`config.mk`:
```
export PLATFORM = sky130hd
export DESIGN_NAME = tlight_safety_monitor
export DESIGN_NICKNAME = d
export VERILOG_FILES = /design/src/rtl/tlight_safety_monitor.sv
export SDC_FILE = /design/constraint.sdc
export NUM_CORES = 1
export LEC_CHECK = 0
export ABC_AREA = 0
export CAP_MARGIN = 20
export CORE_ASPECT_RATIO = 1.75
export CORE_MARGIN = 1
export CORE_UTILIZATION = 23
export CTS_CLUSTER_DIAMETER = 40
export DETAILED_ROUTE_END_ITERATION = 16
export DONT_BUFFER_PORTS = 1
export PLACE_DENSITY = 0.38
export SLEW_MARGIN = 0
export SYNTH_ARGS = -nofsm -noshare
export SYNTH_HDL_FRONTEND = slang
export SYNTH_SLANG_ARGS = --single-unit
export TNS_END_PERCENT = 1
```
`constraint.sdc`:
```
create_clock -name clock -period 2.2 [get_ports clock]
set_input_delay 0.33 -clock clock [delete_from_list [all_inputs] [get_ports clock]]
set_output_delay 0.33 -clock clock [all_outputs]
set_load 0.02 [all_outputs]
```
`src/rtl/tlight_safety_monitor.sv`:
```
// Traffic-light lamp safety monitor: registers controller aspects and forces flashing yellow on confirmed faults.
// Optional stuck-controller detector is built when TLIGHT_MON_STUCK_EN is defined.
//
// state    | meaning
// NORMAL   | lamps follow inputs with one cycle of latency
// SUSPECT  | fault seen, lamps held RED/RED while it is confirmed
// FAILSAFE | fault confirmed, lamps flash YELLOW/YELLOW and dark
// RECOVER  | operator cleared, lamps RED/RED until a clean window elapses
module tlight_safety_monitor #(
    parameter int FAULT_CONFIRM  = 2,
    parameter int FLASH_HALF     = 4,
    parameter int RECOVER_CYCLES = 8,
    parameter int STUCK_LIMIT    = 64
) (
    input  logic       clock,
    input  logic       reset,
    input  logic [2:0] ns_in,
    input  logic [2:0] we_in,
    input  logic       clear_fault,
    output logic [2:0] ns_lamp,
    output logic [2:0] we_lamp,
    output logic       fault,
    output logic [1:0] fault_code,
    output logic [7:0] trip_count
);

    localparam logic [2:0] RED    = 3'b100;
    localparam logic [2:0] YELLOW = 3'b010;
    localparam logic [2:0] GREEN  = 3'b001;
    localparam logic [2:0] DARK   = 3'b000;

    localparam int CNT_W   = $clog2(FAULT_CONFIRM + 1);
    localparam int FLASH_W = $clog2(2 * FLASH_HALF);
    localparam int REC_W   = $clog2(RECOVER_CYCLES + 1);

    localparam logic [CNT_W-1:0]   CONFIRM_L  = CNT_W'(FAULT_CONFIRM);
    localparam logic [FLASH_W-1:0] HALF_L     = FLASH_W'(FLASH_HALF);
    localparam logic [FLASH_W-1:0] FLASH_LAST = FLASH_W'(2 * FLASH_HALF - 1);
    localparam logic [REC_W-1:0]   REC_L      = REC_W'(RECOVER_CYCLES);

    typedef enum logic [1:0] {
        ST_NORMAL,
        ST_SUSPECT,
        ST_FAILSAFE,
        ST_RECOVER
    } state_t;

    state_t             r_state;
    state_t             w_state_nxt;
    logic [CNT_W-1:0]   r_cnt,   w_cnt_nxt,   w_cnt_inc;
    logic [FLASH_W-1:0] r_flash, w_flash_nxt;
    logic [REC_W-1:0]   r_rec,   w_rec_nxt,   w_rec_inc;
    logic [1:0]         r_code,  w_code_nxt;
    logic [7:0]         r_trip,  w_trip_nxt;
    logic [2:0]         r_ns_lamp, r_we_lamp, w_ns_lamp_nxt, w_we_lamp_nxt;
    logic               w_enter_fs;

    logic       w_ns_legal, w_we_legal, w_illegal, w_conflict, w_stuck, w_fault;
    logic [1:0] w_code;

    assign w_ns_legal = (ns_in == RED) || (ns_in == YELLOW) || (ns_in == GREEN);
    assign w_we_legal = (we_in == RED) || (we_in == YELLOW) || (we_in == GREEN);
    assign w_illegal  = !(w_ns_legal && w_we_legal);
    assign w_conflict = (ns_in != RED) && (we_in != RED);

`ifdef TLIGHT_MON_STUCK_EN
    localparam int STK_W = $clog2(STUCK_LIMIT + 1);
    localparam logic [STK_W-1:0] STK_MAX = STK_W'(STUCK_LIMIT);

    logic [5:0]       r_prev;
    logic [STK_W-1:0] r_stuck_cnt;
    logic [STK_W-1:0] w_run_len;
    logic             w_same;

    // Run length includes the current cycle and saturates at the limit.
    assign w_same = ({ns_in, we_in} == r_prev);
    always_comb begin
        w_run_len = STK_W'(1);
        if (w_same) begin
            if (r_stuck_cnt == STK_MAX) begin
                w_run_len = STK_MAX;
            end else begin
                w_run_len = r_stuck_cnt + STK_W'(1);
            end
        end
    end
    assign w_stuck = (w_run_len == STK_MAX);

    always_ff @(posedge clock) begin
        if (!reset) begin
            r_prev      <= '0;
            r_stuck_cnt <= '0;
        end else begin
            r_prev <= {ns_in, we_in};
            if (r_state == ST_NORMAL || r_state == ST_SUSPECT) begin
                r_stuck_cnt <= w_run_len;
            end else begin
                r_stuck_cnt <= '0;
            end
        end
    end
`else
    assign w_stuck = 1'b0;
`endif

    always_comb begin
        w_code = 2'b00;
        if (w_illegal) begin
            w_code = 2'b01;
        end else if (w_conflict) begin
            w_code = 2'b10;
        end else if (w_stuck) begin
            w_code = 2'b11;
        end
    end
    assign w_fault = (w_code != 2'b00);

    assign w_cnt_inc = r_cnt + CNT_W'(1);
    assign w_rec_inc = r_rec + REC_W'(1);

    always_comb begin
        w_state_nxt   = r_state;
        w_cnt_nxt     = r_cnt;
        w_flash_nxt   = r_flash;
        w_rec_nxt     = r_rec;
        w_code_nxt    = r_code;
        w_trip_nxt    = r_trip;
        w_enter_fs    = 1'b0;
        w_ns_lamp_nxt = RED;
        w_we_lamp_nxt = RED;

        case (r_state)
            ST_NORMAL: begin
                if (w_fault) begin
                    if (FAULT_CONFIRM == 1) begin
                        w_enter_fs = 1'b1;
                    end else begin
                        w_state_nxt = ST_SUSPECT;
                        w_cnt_nxt   = CNT_W'(1);
                    end
                end
            end
            ST_SUSPECT: begin
                if (!w_fault) begin
                    w_state_nxt = ST_NORMAL;
                    w_cnt_nxt   = '0;
                end else if (w_cnt_inc == CONFIRM_L) begin
                    w_enter_fs = 1'b1;
                end else begin
                    w_cnt_nxt = w_cnt_inc;
                end
            end
            ST_FAILSAFE: begin
                w_flash_nxt = (r_flash == FLASH_LAST) ? '0 : r_flash + FLASH_W'(1);
                if (clear_fault && !w_fault) begin
                    w_state_nxt = ST_RECOVER;
                    w_rec_nxt   = '0;
                end
            end
            ST_RECOVER: begin
                if (w_fault) begin
                    w_enter_fs = 1'b1;
                end else if (w_rec_inc == REC_L) begin
                    w_state_nxt = ST_NORMAL;
                    w_rec_nxt   = '0;
                    w_code_nxt  = 2'b00;
                end else begin
                    w_rec_nxt = w_rec_inc;
                end
            end
            default: w_state_nxt = ST_NORMAL;
        endcase

        if (w_enter_fs) begin
            w_state_nxt = ST_FAILSAFE;
            w_flash_nxt = '0;
            w_cnt_nxt   = '0;
            w_code_nxt  = w_code;
            if (r_trip != 8'hFF) begin
                w_trip_nxt = r_trip + 8'd1;
            end
        end

        // Lamps are driven from the state being entered so an unsafe aspect never reaches the drivers.
        case (w_state_nxt)
            ST_NORMAL: begin
                w_ns_lamp_nxt = ns_in;
                w_we_lamp_nxt = we_in;
            end
            ST_FAILSAFE: begin
                w_ns_lamp_nxt = (w_flash_nxt < HALF_L) ? YELLOW : DARK;
                w_we_lamp_nxt = (w_flash_nxt < HALF_L) ? YELLOW : DARK;
            end
            default: begin
                w_ns_lamp_nxt = RED;
                w_we_lamp_nxt = RED;
            end
        endcase
    end

    always_ff @(posedge clock) begin
        if (!reset) begin
            r_state   <= ST_NORMAL;
            r_cnt     <= '0;
            r_flash   <= '0;
            r_rec     <= '0;
            r_code    <= 2'b00;
            r_trip    <= 8'd0;
            r_ns_lamp <= RED;
            r_we_lamp <= RED;
        end else begin
            r_state   <= w_state_nxt;
            r_cnt     <= w_cnt_nxt;
            r_flash   <= w_flash_nxt;
            r_rec     <= w_rec_nxt;
            r_code    <= w_code_nxt;
            r_trip    <= w_trip_nxt;
            r_ns_lamp <= w_ns_lamp_nxt;
            r_we_lamp <= w_we_lamp_nxt;
        end
    end

    assign ns_lamp    = r_ns_lamp;
    assign we_lamp    = r_we_lamp;
    assign fault      = (r_state == ST_FAILSAFE) || (r_state == ST_RECOVER);
    assign fault_code = r_code;
    assign trip_count = r_trip;

endmodule
```
Word level (Yosys, flattened, before mapping):

Index checks and enable logic that the tools add are counted.

* add/sub/neg operators: 4
* order comparisons: 1
* equal/unequal tests: 21
* mux-type cells: 31
* bitwise operators: 1
* reductions and logical operators: 21

Operators with widths (number)
* two-way mux 2 bit: 16
* two-way mux 4 bit: 3
* case mux 3 bit (2 select lines): 2
* nonzero test 2 bit: 5
* == test 3 bit (second input constant): 3
* two-way mux 3 bit: 3
* != test 3 bit (second input constant): 3
* AND reduction 3 bit: 3
* adder 8 x 1 -> 8 bit (second input constant): 1
* == test 2 bit (second input constant): 4
* != test 2 bit (second input constant): 4
* != test 8 bit (second input constant): 1
* case mux 2 bit (4 select lines): 1
* case mux 4 bit (2 select lines): 1
* == test 3 x 1 -> 1 bit (second input constant): 2
* == test 3 x 2 -> 1 bit (second input constant): 2
* logical OR 1 bit: 5
* adder 4 x 1 -> 4 bit (second input constant): 1
* == test 4 bit (second input constant): 1
* logical NOT 2 bit: 2
* case mux 2 bit (2 select lines): 1
* adder 3 x 1 -> 3 bit (second input constant): 1
* logical AND 1 bit: 3
* less-than comparator 3 bit (second input constant): 1
* 8 further kinds: 10

* bits in registers: 27
* logic and storage cells: 87

Longest topological paths before layout:

* depth in word-level cells: 13
* depth in mapped cells: 9

Worst setup path before layout:

OpenSTA, ideal clock, no wires.

* path kind: input to register
* from: input port we_in[1]
* to: register r_rec[2]
* library setup time: 0.122 ns
* data arrival time: 1.658 ns
* path slack: 0.420 ns
* cell stages on the path: 6
* buffers on the path: 1
* cell sequence: buf_4 > and4bb_4 > a22oi_2 > o21a_2 > o21a_1 > a221o_1

* cells in the longest elaborated chain, start to end: 10
* elaborated cells on any way between the ends: 16

Ends and longest elaborated chain
* start, declared: line 18 `input logic [2:0] we_in,`
* == test 3 bit / == test 3 x 2 -> 1 bit (equally long branches): line 62 `assign w_we_legal = (we_in == RED) || (we_in == YELLOW) || (we_in == GREEN);`
* logical OR 1 bit (2 in series): line 62
* logical AND 1 bit: line 63 `assign w_illegal = !(w_ns_legal && w_we_legal);`
* two-way mux 2 bit (*): line 108 `if (w_illegal) begin`
* nonzero test 2 bit (*): line 116 `assign w_fault = (w_code != 2'b00);`
* logical NOT 1 bit: line 155 `if (clear_fault && !w_fault) begin`
* logical AND 1 bit: line 155
* != test 2 bit (no line)
* AND reduction 3 bit (no line) (*)
* end signal, assigned: line 215 `r_rec <= w_rec_nxt;`
* end, declared: line 52 `logic [REC_W-1:0] r_rec, w_rec_nxt, w_rec_inc;`

Mark *: on every way between the ends. The rest lies on a longest branch, timed or not.
A chain may end at the register's enable or synchronous reset.

Worst setup path after layout:

* from: register r_rec[0]
* to: register r_we_lamp[2], in the netlist we_lamp[2]

* cells in the longest elaborated chain, start to end: 8
* elaborated cells on any way between the ends: 9

Ends and longest elaborated chain
* adder 4 x 1 -> 4 bit (*): line 119 `assign w_rec_inc = r_rec + REC_W'(1);`
* == test 4 bit (*): line 163 `end else if (w_rec_inc == REC_L) begin`
* two-way mux 2 bit (*): line 163
* two-way mux 2 bit (*): line 161 `if (w_fault) begin`
* case mux 2 bit (4 select lines) (*): line 132 `case (r_state)`
* two-way mux 2 bit (*): line 174 `if (w_enter_fs) begin`
* == test 2 bit / logical NOT 2 bit (equally long branches): line 185 `case (w_state_nxt)`
* case mux 3 bit (2 select lines) (*): line 185
* end signal, assigned: line 219 `r_we_lamp <= w_we_lamp_nxt;`
* end, declared: line 55 `logic [2:0] r_ns_lamp, r_we_lamp, w_ns_lamp_nxt, w_we_lamp_nxt;`

Marked as above.

==> flow_summary.yaml <==
synthesis:
  synth_edf_count: 0
  synth_cells: 185
  ys_ff_latch: 27
  synthArstFlopShare_pct: 0
  avgSynthCellArea_um2: 8.70
  syn_nets: 200
  synth_ff_type: "dfxtp_1"
  synth_area_um2: 1610
  yosysUniqueCellTypes: 60
  ys_seq_area_share_pct: 33.6
  yosysWarnings: 0
global_routing:
  overflow: 0
  grt_max_degree: 18
  grt_pass1_vias: 1429
  grt_usage_pct: 12.5
  antenna_found_initial: 0
  grt_pass1_wl_mm: 7.01
worst_setup_path:
  start_kind: "register"
  slowest_stage: "dfxtp_1"
  cp.arrival_ns: 2.17
  crit_type: "register to register"
  crit_buf_inv: 0
  cp_cell_sequence: "ha_1, nand2_1, or4_1, o211a_1, o221ai_1, nand3_1"
  cp_slowest_stage_delay_ns: 0.47
  worst_ep_required_time_ns: 2.33
  crit_path_end_kind: "register"
  critPathTopFamily: "simple AND/OR/NAND/NOR gates"
  path_max_fanout: 7
floorplanning:
  core.rowCount: 40
  design.die.area_um2: 7350
  start_util_pct: 23.6
  io_pins: 26
  core-area_um2: 6810
  die_y_um: 113
  dieWidth_um: 65.2
finish:
  diodes: 0
  final_util_pct: 25.6
  fill_cells: 782
  layout.nets: 198
  syn2layout_area_growth_pct: 8.32
  drive_gt1_share_pct: 8.79
  multiInputGateArea_um2: 958
  postLayoutCellArea_um2: 1740
  regArea_um2: 541
timing:
  min_period_ns: 2.03
  hold_ws_ns: 0.172
  rsz0062_at_grt: "no"
  setup_tns_ns: 0
  timing.fmax_mhz: 492
  slew_headroom_pct: 70.9
  finalClockSkew_ns: 0.00769
  hold_viol: 0
  setup_viol: 0
  finalMaxSlewViolations: 0
  fin_crit_sh_pct: 92.4
  worst_pin_slew_ns: 0.431
routing:
  drtIter0Drc: 46
  drt-wirelength-per-cell_um: 16.6
  drt_wl_total_mm: 4.42
  dr.pass1.iters: 4
  drc: 0
  postRouteAntennaNets: 0
  via_per_inst: 5.25
  vias: 1397
place:
  post_dp_cell_area_um2: 1660
  hpwlAfterDp_mm: 3.39
  place.gp.congestion: 0.774
  io_buffers: 0
cts:
  numCtsBuffers: 3
  clockRootBuffer: "clkbuf_16"
  clkTransAtPathRegs_ns: 0.07
  cts_sinks: 27
  post_cts_buffers: 0
  insertion_delay_ns: 0.26
  cts_tree: "done"
  cts.htree.levels: 1
  cts_repair_resize_count: 0
  clockBufferDepth: 2
  ctsHoldBuffers: 0
power_and_ir_drop:
  power_switching_mw: 0.350
  swShare_pct: 29.2
  p_int_mw: 0.850
  total_power_mw: 1.20
  power_density_nw_per_um2: 689
  ir_worst_vdd_v: 0.000255
  pwr-share-clk_pct: 35.6
  p_seq_share_pct: 48.1
  comb_power_share_pct: 16.3
  leakage_nw: 0.625
job:
  cap_violations: 0
status:
  status: "finished clean"
worst_hold_path:
  worstHoldPathType: "primary input to register"
==> sequential cells by signal, indices dropped and copies added, names as in the netlist <==
register / flops
r_flash: 3
we_lamp: 3
r_cnt: 2
r_state: 2
r_rec: 4
trip_count: 8
fault_code: 2
ns_lamp: 3
==> final timing paths <==
check | start | endpoint | slack (ns) | depth (start not counted)
max | r_rec[0] | we_lamp[2] | 0.17 | 6
min | reset | ns_lamp[2] | 0.17 | 1
max reg2reg | r_rec[0] | we_lamp[2] | 0.17 | 6
min reg2reg | r_flash[1] | r_flash[1] | 0.51 | 2
==> stage by stage <==
| step | worst slack, ns | std cells |
|---|---|---|
| after floorplan | 0.420 | 185 |
| after global placement | 0.181 | 262 |
| after detailed placement | 0.183 | 262 |
| after CTS | 0.155 | 266 |
| after global routing | 0.0301 | 266 |
| final | 0.167 | 266 |
==> cells in the mapped netlist, types with 2 or more instances <==
master    number  area, um2
nand4_1        2       12.5
o21ai_0        4       20.0
nand3_1       13       65.1
nor3_1         3       15.0
nand2b_1       5       31.3
inv_1          8       30.0
a21oi_1       11       55.1
nor2b_1        2       12.5
buf_6          4       45.0
and3_1         2       12.5
a221oi_1       2       17.5
o22ai_1        2       12.5
mux2i_1        4       40.0
or4_1          3       22.5
o31ai_1        3       22.5
a311oi_1       2       17.5
a31oi_1        2       12.5
o21ai_1        3       15.0
xnor2_1        2       17.5
dfxtp_1       27        541
ha_1           6       75.1
nor2_1        11       41.3
or3_1          3       18.8
and4_1         3       26.3
clkbuf_1       4       15.0
o211ai_1       3       22.5
buf_4          2       15.0
nand2_1       16       60.1
a21o_1         2       15.0
==> kinds of logic (layout without fill, tap and decap cells) <==
| kind of cell | after synthesis | after routing | synth area share (%) |
|---|---|---|---|
| xor gates and xnor gates | 3 | 3 | 1.63 |
| adders and majority gates | 6 | 6 | 4.67 |
| muxes | 4 | 4 | 2.49 |
| AOI/OAI and AO/OA | 54 | 54 | 25.4 |
| buffers and inverters | 19 | 16 | 6.84 |
| and+or+nand+nor | 72 | 72 | 25.4 |
| DFF | 27 | 27 | 33.6 |
==> routing by layer <==
layer | vias up | track usage, % | wire, um | share of wire (%)
met5 | - | 0 | 0 | 0
met4 | 0 | 3.91 | 55 | 1.2
met3 | 4 | 2.34 | 161 | 3.6
met2 | 21 | 25.7 | 2570 | 58
met1 | 677 | 11.4 | 1630 | 37
li1 | 695 | - | - | -
==> final cells by class <==
class	count	area share, %
multi-input combinational	139	55.0
sequential	27	31.0
tap	84	6.03
clock buffer	4	4.52
timing repair buffer	4	1.72
inverter	8	1.72
==> cell usage in the layout (no fill, tap or decap), types with 3 or more instances in the layout <==
| cell | n |
|---|---|
| a21oi_1 | 11 |
| and4_1 | 3 |
| buf_4 | 4 |
| clkbuf_16 | 3 |
| dfxtp_1 | 27 |
| ha_1 | 6 |
| inv_1 | 8 |
| mux2i_1 | 4 |
| nand2_1 | 16 |
| nand2b_1 | 5 |
| nand3_1 | 13 |
| nor2_1 | 11 |
| nor3_1 | 3 |
| o211ai_1 | 3 |
| o21ai_0 | 4 |
| o21ai_1 | 3 |
| o31ai_1 | 3 |
| or3_1 | 3 |
| or4_1 | 3 |
==> power groups by stage <==
stage	combinational (mW)	clock (mW)	sequential, mW
after floorplan	0.178	0	0.580
after global placement	0.199	0	0.590
after detailed placement	0.199	0	0.590
after CTS	0.200	0.439	0.578
after global routing	0.220	0.464	0.583
final	0.196	0.427	0.577
No activity file was read; power rests on OpenSTA's default activity.
